### config.mk
export PLATFORM = sky130hd
export DESIGN_NAME = hbc_port_arbiter
export DESIGN_NICKNAME = d
export VERILOG_FILES = /design/src/rtl/hbc_port_arbiter_pkg.sv /design/src/rtl/hbc_rr_picker.sv /design/src/rtl/hbc_port_arbiter.sv
export SDC_FILE = /design/constraint.sdc
export NUM_CORES = 1
export LEC_CHECK = 0
export BUFFER_PORTS_ARGS = -buffer_cell sky130_fd_sc_hd__buf_2
export CAP_MARGIN = 30
export CORE_AREA = 2 2 166 168
export DETAILED_ROUTE_END_ITERATION = 12
export DIE_AREA = 0 0 168 170
export HOLD_SLACK_MARGIN = 0.1
export SYNTH_ARGS = -nofsm -noshare
export SYNTH_HDL_FRONTEND = slang
export SYNTH_SLANG_ARGS = --single-unit
### constraint.sdc
create_clock -name i_clk -period 9.9 [get_ports i_clk]
set_input_delay 0.99 -clock i_clk [delete_from_list [all_inputs] [get_ports i_clk]]
set_output_delay 0.99 -clock i_clk [all_outputs]
set_load 0.01 [all_outputs]
### src/rtl/hbc_port_arbiter_pkg.sv
// rtl/hbc_port_arbiter_pkg.sv - shared state encodings, defaults and helpers for the HyperBus port arbiter
package hbc_port_arbiter_pkg;

  typedef enum logic [1:0] {
    ST_IDLE  = 2'd0,
    ST_ISSUE = 2'd1,
    ST_WAIT  = 2'd2,
    ST_RESP  = 2'd3
  } arb_state_e;

  // Default widths shared with hbc_wrapper
  localparam int HBC_DEF_ADDR_W      = 32;
  localparam int HBC_DEF_DATA_W      = 32;
  localparam int HBC_DEF_TIMEOUT_CYC = 4096;

  // Read data returned on a watchdog error, sliced to DATA_W at the use site
  localparam logic [255:0] HBC_ERR_FILL = '1;

  function automatic int hbc_wrap_idx(input int base, input int off, input int n);
    return (base + off) % n;
  endfunction

endpackage

### src/rtl/hbc_rr_picker.sv
// rtl/hbc_rr_picker.sv - combinational round-robin selector over the pending vector
module hbc_rr_picker
  import hbc_port_arbiter_pkg::*;
#(
  parameter int NUM_PORTS = 4,
  parameter int GRANT_W   = 2
) (
  input  logic [NUM_PORTS-1:0] pending,
  input  logic [GRANT_W-1:0]   rr_ptr,
  output logic [GRANT_W-1:0]   grant,
  output logic                 any_pending
);

  logic [GRANT_W-1:0] idx;

  // Walk from the farthest offset down so the nearest pending port after rr_ptr wins
  always_comb begin
    grant       = rr_ptr;
    any_pending = 1'b0;
    idx         = '0;
    for (int off = NUM_PORTS; off >= 1; off--) begin
      idx = GRANT_W'(hbc_wrap_idx(int'(rr_ptr), off, NUM_PORTS));
      if (pending[idx]) begin
        grant       = idx;
        any_pending = 1'b1;
      end
    end
  end

endmodule

### src/rtl/hbc_port_arbiter.sv
// rtl/hbc_port_arbiter.sv - N-port round-robin front-end for hbc_wrapper; HBC_ARB_TIMEOUT_EN adds a WAIT watchdog
module hbc_port_arbiter
  import hbc_port_arbiter_pkg::*;
#(
  parameter int NUM_PORTS   = 4,
  parameter int ADDR_W      = HBC_DEF_ADDR_W,
  parameter int DATA_W      = HBC_DEF_DATA_W,
  parameter int TIMEOUT_CYC = HBC_DEF_TIMEOUT_CYC,
  localparam int STRB_W     = DATA_W / 8,
  localparam int GRANT_W    = (NUM_PORTS > 1) ? $clog2(NUM_PORTS) : 1
) (
  input  logic                        i_clk,
  input  logic                        i_rst,
  input  logic [NUM_PORTS-1:0]        i_p_valid,
  input  logic [NUM_PORTS-1:0]        i_p_cfg,
  input  logic [NUM_PORTS*STRB_W-1:0] i_p_wstrb,
  input  logic [NUM_PORTS*ADDR_W-1:0] i_p_addr,
  input  logic [NUM_PORTS*DATA_W-1:0] i_p_wdata,
  output logic [NUM_PORTS-1:0]        o_p_ready,
  output logic [DATA_W-1:0]           o_p_rdata,
  output logic [NUM_PORTS-1:0]        o_p_err,
  output logic                        o_mem_valid,
  output logic                        o_cfg_access,
  output logic [STRB_W-1:0]           o_mem_wstrb,
  output logic [ADDR_W-1:0]           o_mem_addr,
  output logic [DATA_W-1:0]           o_mem_wdata,
  input  logic                        i_mem_ready,
  input  logic [DATA_W-1:0]           i_mem_rdata,
  output logic                        o_busy,
  output logic [GRANT_W-1:0]          o_grant
);

  arb_state_e            state_q, state_d;
  logic [NUM_PORTS-1:0]  pending_q, pending_d;
  logic [GRANT_W-1:0]    rr_ptr_q, rr_ptr_d;
  logic [GRANT_W-1:0]    grant_q, grant_d;
  logic                  mem_valid_q, mem_valid_d;
  logic                  cfg_q, cfg_d;
  logic [STRB_W-1:0]     wstrb_q, wstrb_d;
  logic [ADDR_W-1:0]     addr_q, addr_d;
  logic [DATA_W-1:0]     wdata_q, wdata_d;
  logic [NUM_PORTS-1:0]  ready_q, ready_d;
  logic [DATA_W-1:0]     rdata_q, rdata_d;
  logic [GRANT_W-1:0]    pick;
  logic                  any_pending;

`ifdef HBC_ARB_TIMEOUT_EN
  localparam int TO_W = $clog2(TIMEOUT_CYC + 1);
  logic [TO_W-1:0]       cnt_q, cnt_d;
  logic [NUM_PORTS-1:0]  err_q, err_d;
`endif

  hbc_rr_picker #(
    .NUM_PORTS (NUM_PORTS),
    .GRANT_W   (GRANT_W)
  ) u_picker (
    .pending     (pending_q),
    .rr_ptr      (rr_ptr_q),
    .grant       (pick),
    .any_pending (any_pending)
  );

  always_comb begin
    state_d     = state_q;
    rr_ptr_d    = rr_ptr_q;
    grant_d     = grant_q;
    mem_valid_d = 1'b0;
    cfg_d       = cfg_q;
    wstrb_d     = wstrb_q;
    addr_d      = addr_q;
    wdata_d     = wdata_q;
    ready_d     = '0;
    rdata_d     = rdata_q;
`ifdef HBC_ARB_TIMEOUT_EN
    cnt_d       = '0;
    err_d       = '0;
`endif
    case (state_q)
      ST_IDLE: begin
        if (any_pending) begin
          grant_d     = pick;
          rr_ptr_d    = pick;
          cfg_d       = i_p_cfg[pick];
          wstrb_d     = i_p_wstrb[pick*STRB_W +: STRB_W];
          addr_d      = i_p_addr[pick*ADDR_W +: ADDR_W];
          wdata_d     = i_p_wdata[pick*DATA_W +: DATA_W];
          mem_valid_d = 1'b1;
          state_d     = ST_ISSUE;
        end
      end
      ST_ISSUE: state_d = ST_WAIT;
      ST_WAIT: begin
        if (i_mem_ready) begin
          rdata_d          = i_mem_rdata;
          ready_d[grant_q] = 1'b1;
          state_d          = ST_RESP;
        end
`ifdef HBC_ARB_TIMEOUT_EN
        else if (cnt_q == TO_W'(TIMEOUT_CYC - 1)) begin
          rdata_d          = HBC_ERR_FILL[DATA_W-1:0];
          ready_d[grant_q] = 1'b1;
          err_d[grant_q]   = 1'b1;
          state_d          = ST_RESP;
        end else begin
          cnt_d = cnt_q + 1'b1;
        end
`endif
      end
      ST_RESP: state_d = ST_IDLE;
      default: state_d = ST_IDLE;
    endcase
    // A new pulse landing on the completion edge re-arms the port
    pending_d = (pending_q & ~ready_d) | i_p_valid;
  end

  always_ff @(posedge i_clk or posedge i_rst) begin
    if (i_rst) begin
      state_q     <= ST_IDLE;
      pending_q   <= '0;
      rr_ptr_q    <= GRANT_W'(NUM_PORTS - 1);
      grant_q     <= '0;
      mem_valid_q <= 1'b0;
      cfg_q       <= 1'b0;
      wstrb_q     <= '0;
      addr_q      <= '0;
      wdata_q     <= '0;
      ready_q     <= '0;
      rdata_q     <= '0;
    end else begin
      state_q     <= state_d;
      pending_q   <= pending_d;
      rr_ptr_q    <= rr_ptr_d;
      grant_q     <= grant_d;
      mem_valid_q <= mem_valid_d;
      cfg_q       <= cfg_d;
      wstrb_q     <= wstrb_d;
      addr_q      <= addr_d;
      wdata_q     <= wdata_d;
      ready_q     <= ready_d;
      rdata_q     <= rdata_d;
    end
  end

`ifdef HBC_ARB_TIMEOUT_EN
  always_ff @(posedge i_clk or posedge i_rst) begin
    if (i_rst) begin
      cnt_q <= '0;
      err_q <= '0;
    end else begin
      cnt_q <= cnt_d;
      err_q <= err_d;
    end
  end

  assign o_p_err = err_q;
`else
  logic unused_timeout;
  assign unused_timeout = (TIMEOUT_CYC == 0);
  assign o_p_err        = '0;
`endif

  assign o_p_ready    = ready_q;
  assign o_p_rdata    = rdata_q;
  assign o_mem_valid  = mem_valid_q;
  assign o_cfg_access = cfg_q;
  assign o_mem_wstrb  = wstrb_q;
  assign o_mem_addr   = addr_q;
  assign o_mem_wdata  = wdata_q;
  assign o_busy       = (state_q != ST_IDLE);
  assign o_grant      = grant_q;

endmodule
==> reports/results.txt <==
Fin cells = 1284
CTS tree = done
Antenna Violating Nets Remaining = 0
DPL Wire Length = 15200 um
Final WL = 20700 um
Slew margin rel. = 36.1%
Htree depth = 4
Area leader, netlist = dfrtp_1
Drt wl/cell = 16.1 um
# DRC = 0
Buffers added on ports = 423
Hold_sp = o_mem_wdata[2]
Sequential element share of the synthesized area = 46.6%
Hold Path Class = reg2reg
Initial antenna violation count = 0
TritonRoute pass-1 iters = 4
#FFs+latches synth = 116
Utilization after layout = 34.0%
Post-synth EDFFs = 0
Count of pins over their slew limit = 0
Vias per Instance = 4.45
Worst-margin pin slew = 0.958 ns
FF-to-FF Start = rr_ptr_q[1]
Row Count = 60
Setup violators final = 0
Syn-to-layout area delta = 45.6%
Largest net degree at the start of global routing = 73
Post-CTS setup repair buffer count = 0
Nets = 1248
Post-Syn Instances = 521
Clock share of power = 21.3%
Final instance area = 9070 um2
Sw Ratio = 41.0%
Synth area leaders = dfrtp_1, mux2i_1, o221ai_1
Outcome = complete, no violations
Vias in the first global route = 5856
Final Skew = 0.0123 ns
Post-DP Area = 8440 um2
Fraction of registers with async set/reset = 100%
Int Pwr = 1.71 mW
Top cells by count, synth = mux2i_1, dfrtp_1, nand2_1
RSZ-0062 raised after global routing = no
Placer Congestion = 0.779
First-pass GRT wire length = 31100 um
Core Area = 26700 um2
Min Hold Slack = 0.478 ns
Placed Instances = 1250
Tmin final = 2.54 ns
Post-route setup slack = 7.36 ns
PwrDens = 319 nW/um2
Period utilization = 25.7%
Count leader, synth = mux2i_1
Startpoint types = register
Peak VDD IR = 0.000257 V
TritonCTS buffer count = 17
Logic pwr share = 50.0%
Synth unique cells = 33
Clock Sinks = 116
Clock slew at reported path FFs = 0.06 ns
Sequential Power Share = 28.7%
CTS hold repair buffers = 0
Total GRT Usage = 14.0%
CP Data Required Time = 10.16 ns
Die W = 168 um
Layout cells sized above 1 = 53.6%
Post-CTS resize count = 0
Arr. time, crit path = 2.80 ns
Final setup TNS = 0 ns
Die H = 170 um
GR Overflow Total = 0
Post-synth top area share = 45.8%
Clock Tree Buf Depth = 2
CP endpoint kind = register
Total Power = 2.89 mW
Clock latency at the later pin of the worst-skew pair = 0.42 ns
Yosys Warn Count = 0
IO Pins = 428
Crit path kind = reg2reg
Final hold violations = 0
Post-place setup slack = 6.70 ns
Root Driver = clkbuf_16
Die ar. = 28600 um2
# diodes = 0
Switching Power = 1.18 mW
Launch point of the worst path = rr_ptr_q[1]
Top FF cell, synth = dfrtp_1
CP max FO = 37
Max-cap violations = 0
Max frequency = 0.393 GHz
Initial DRC count = 248
Syn Area/Cell = 12.0 um2
Synth Cell Area = 6230 um2
Leak = 4.77 nW
Starting Density = 23.4%
Routed via count = 5717
kinds of logic (layout without fill, tap and decap cells):
kind of cell	Yosys count	count (layout)	share of synthesized area, %
and+or+nand+nor	90	90	5.79
adders and majority gates	3	3	0.603
buffers and inverters	57	476	7.19
AOI/OAI and AO/OA	83	83	11.6
DFF	116	116	46.6
other	1	4	0.0602
muxes	171	171	28.1
worst max-delay path, stage by stage, from the launching register on:
cell and delay, ns:
dfstp_2 0.57, inv_1 0.09, a22oi_1 0.27, nand2b_2 0.69, buf_4 0.54, o221ai_1 0.21
worst paths after layout:
check                                  end  slack (ns)  depth (start not counted)
min in group asynchronous  o_mem_wdata[18]        0.64                          2
max in group asynchronous    o_p_rdata[24]        7.93                          3
hold / removal              o_mem_wdata[2]        0.48                          2
hold reg to reg             o_mem_wdata[2]        0.48                          2
setup reg to reg            o_mem_addr[14]        7.36                          5
setup / recovery            o_mem_addr[14]        7.36                          5
state kept, by name (all words and copies together) (netlist names), 2 cells and up:
name,cells
o_grant,2
rr_ptr_q,2
o_mem_addr,32
o_p_ready,4
state_q,2
o_p_rdata,32
pending_q,4
o_mem_wdata,32
o_mem_wstrb,4
power by group through the flow:
stage	registers [mW]	logic (mW)	clock network, mW
6_report	0.830	1.45	0.615
3_5_place_dp	0.834	1.46	0
2_1_floorplan	0.934	0.983	0
5_1_grt	0.860	1.58	0.670
3_3_place_gp	0.832	1.43	0
4_1_cts	0.832	1.45	0.644
area by class of cell:
type / count / area [um2]
Fill cell: 2725 / 17600
Sequential cell: 116 / 2910
Multi-Input combinational cell: 351 / 2890
Timing Repair Buffer: 432 / 2220
Tap cell: 341 / 427
Clock buffer: 17 / 425
Clock inverter: 15 / 156
Inverter: 12 / 47.5
layout by cell type (no fill, tap or decap), drive strengths merged, types with 3 or more instances in the layout:
cell type	instances
mux2	32
o21bai	4
clkbuf	17
nand2	77
a21oi	3
buf	432
o221ai	70
conb	4
dfrtp	114
ha	3
nor2	5
inv	21
clkinv	4
mux2i	139
per-layer routing:
layer  vias up  wire (um)  global-route usage [%]
met5         -          0                       0
met4         0        366                    5.03
met3        23       1460                    3.44
met2       266      10600                    25.1
met1      2666       8300                    16.2
li1       2762          -                       -
Power figures use the tool's default switching activity.
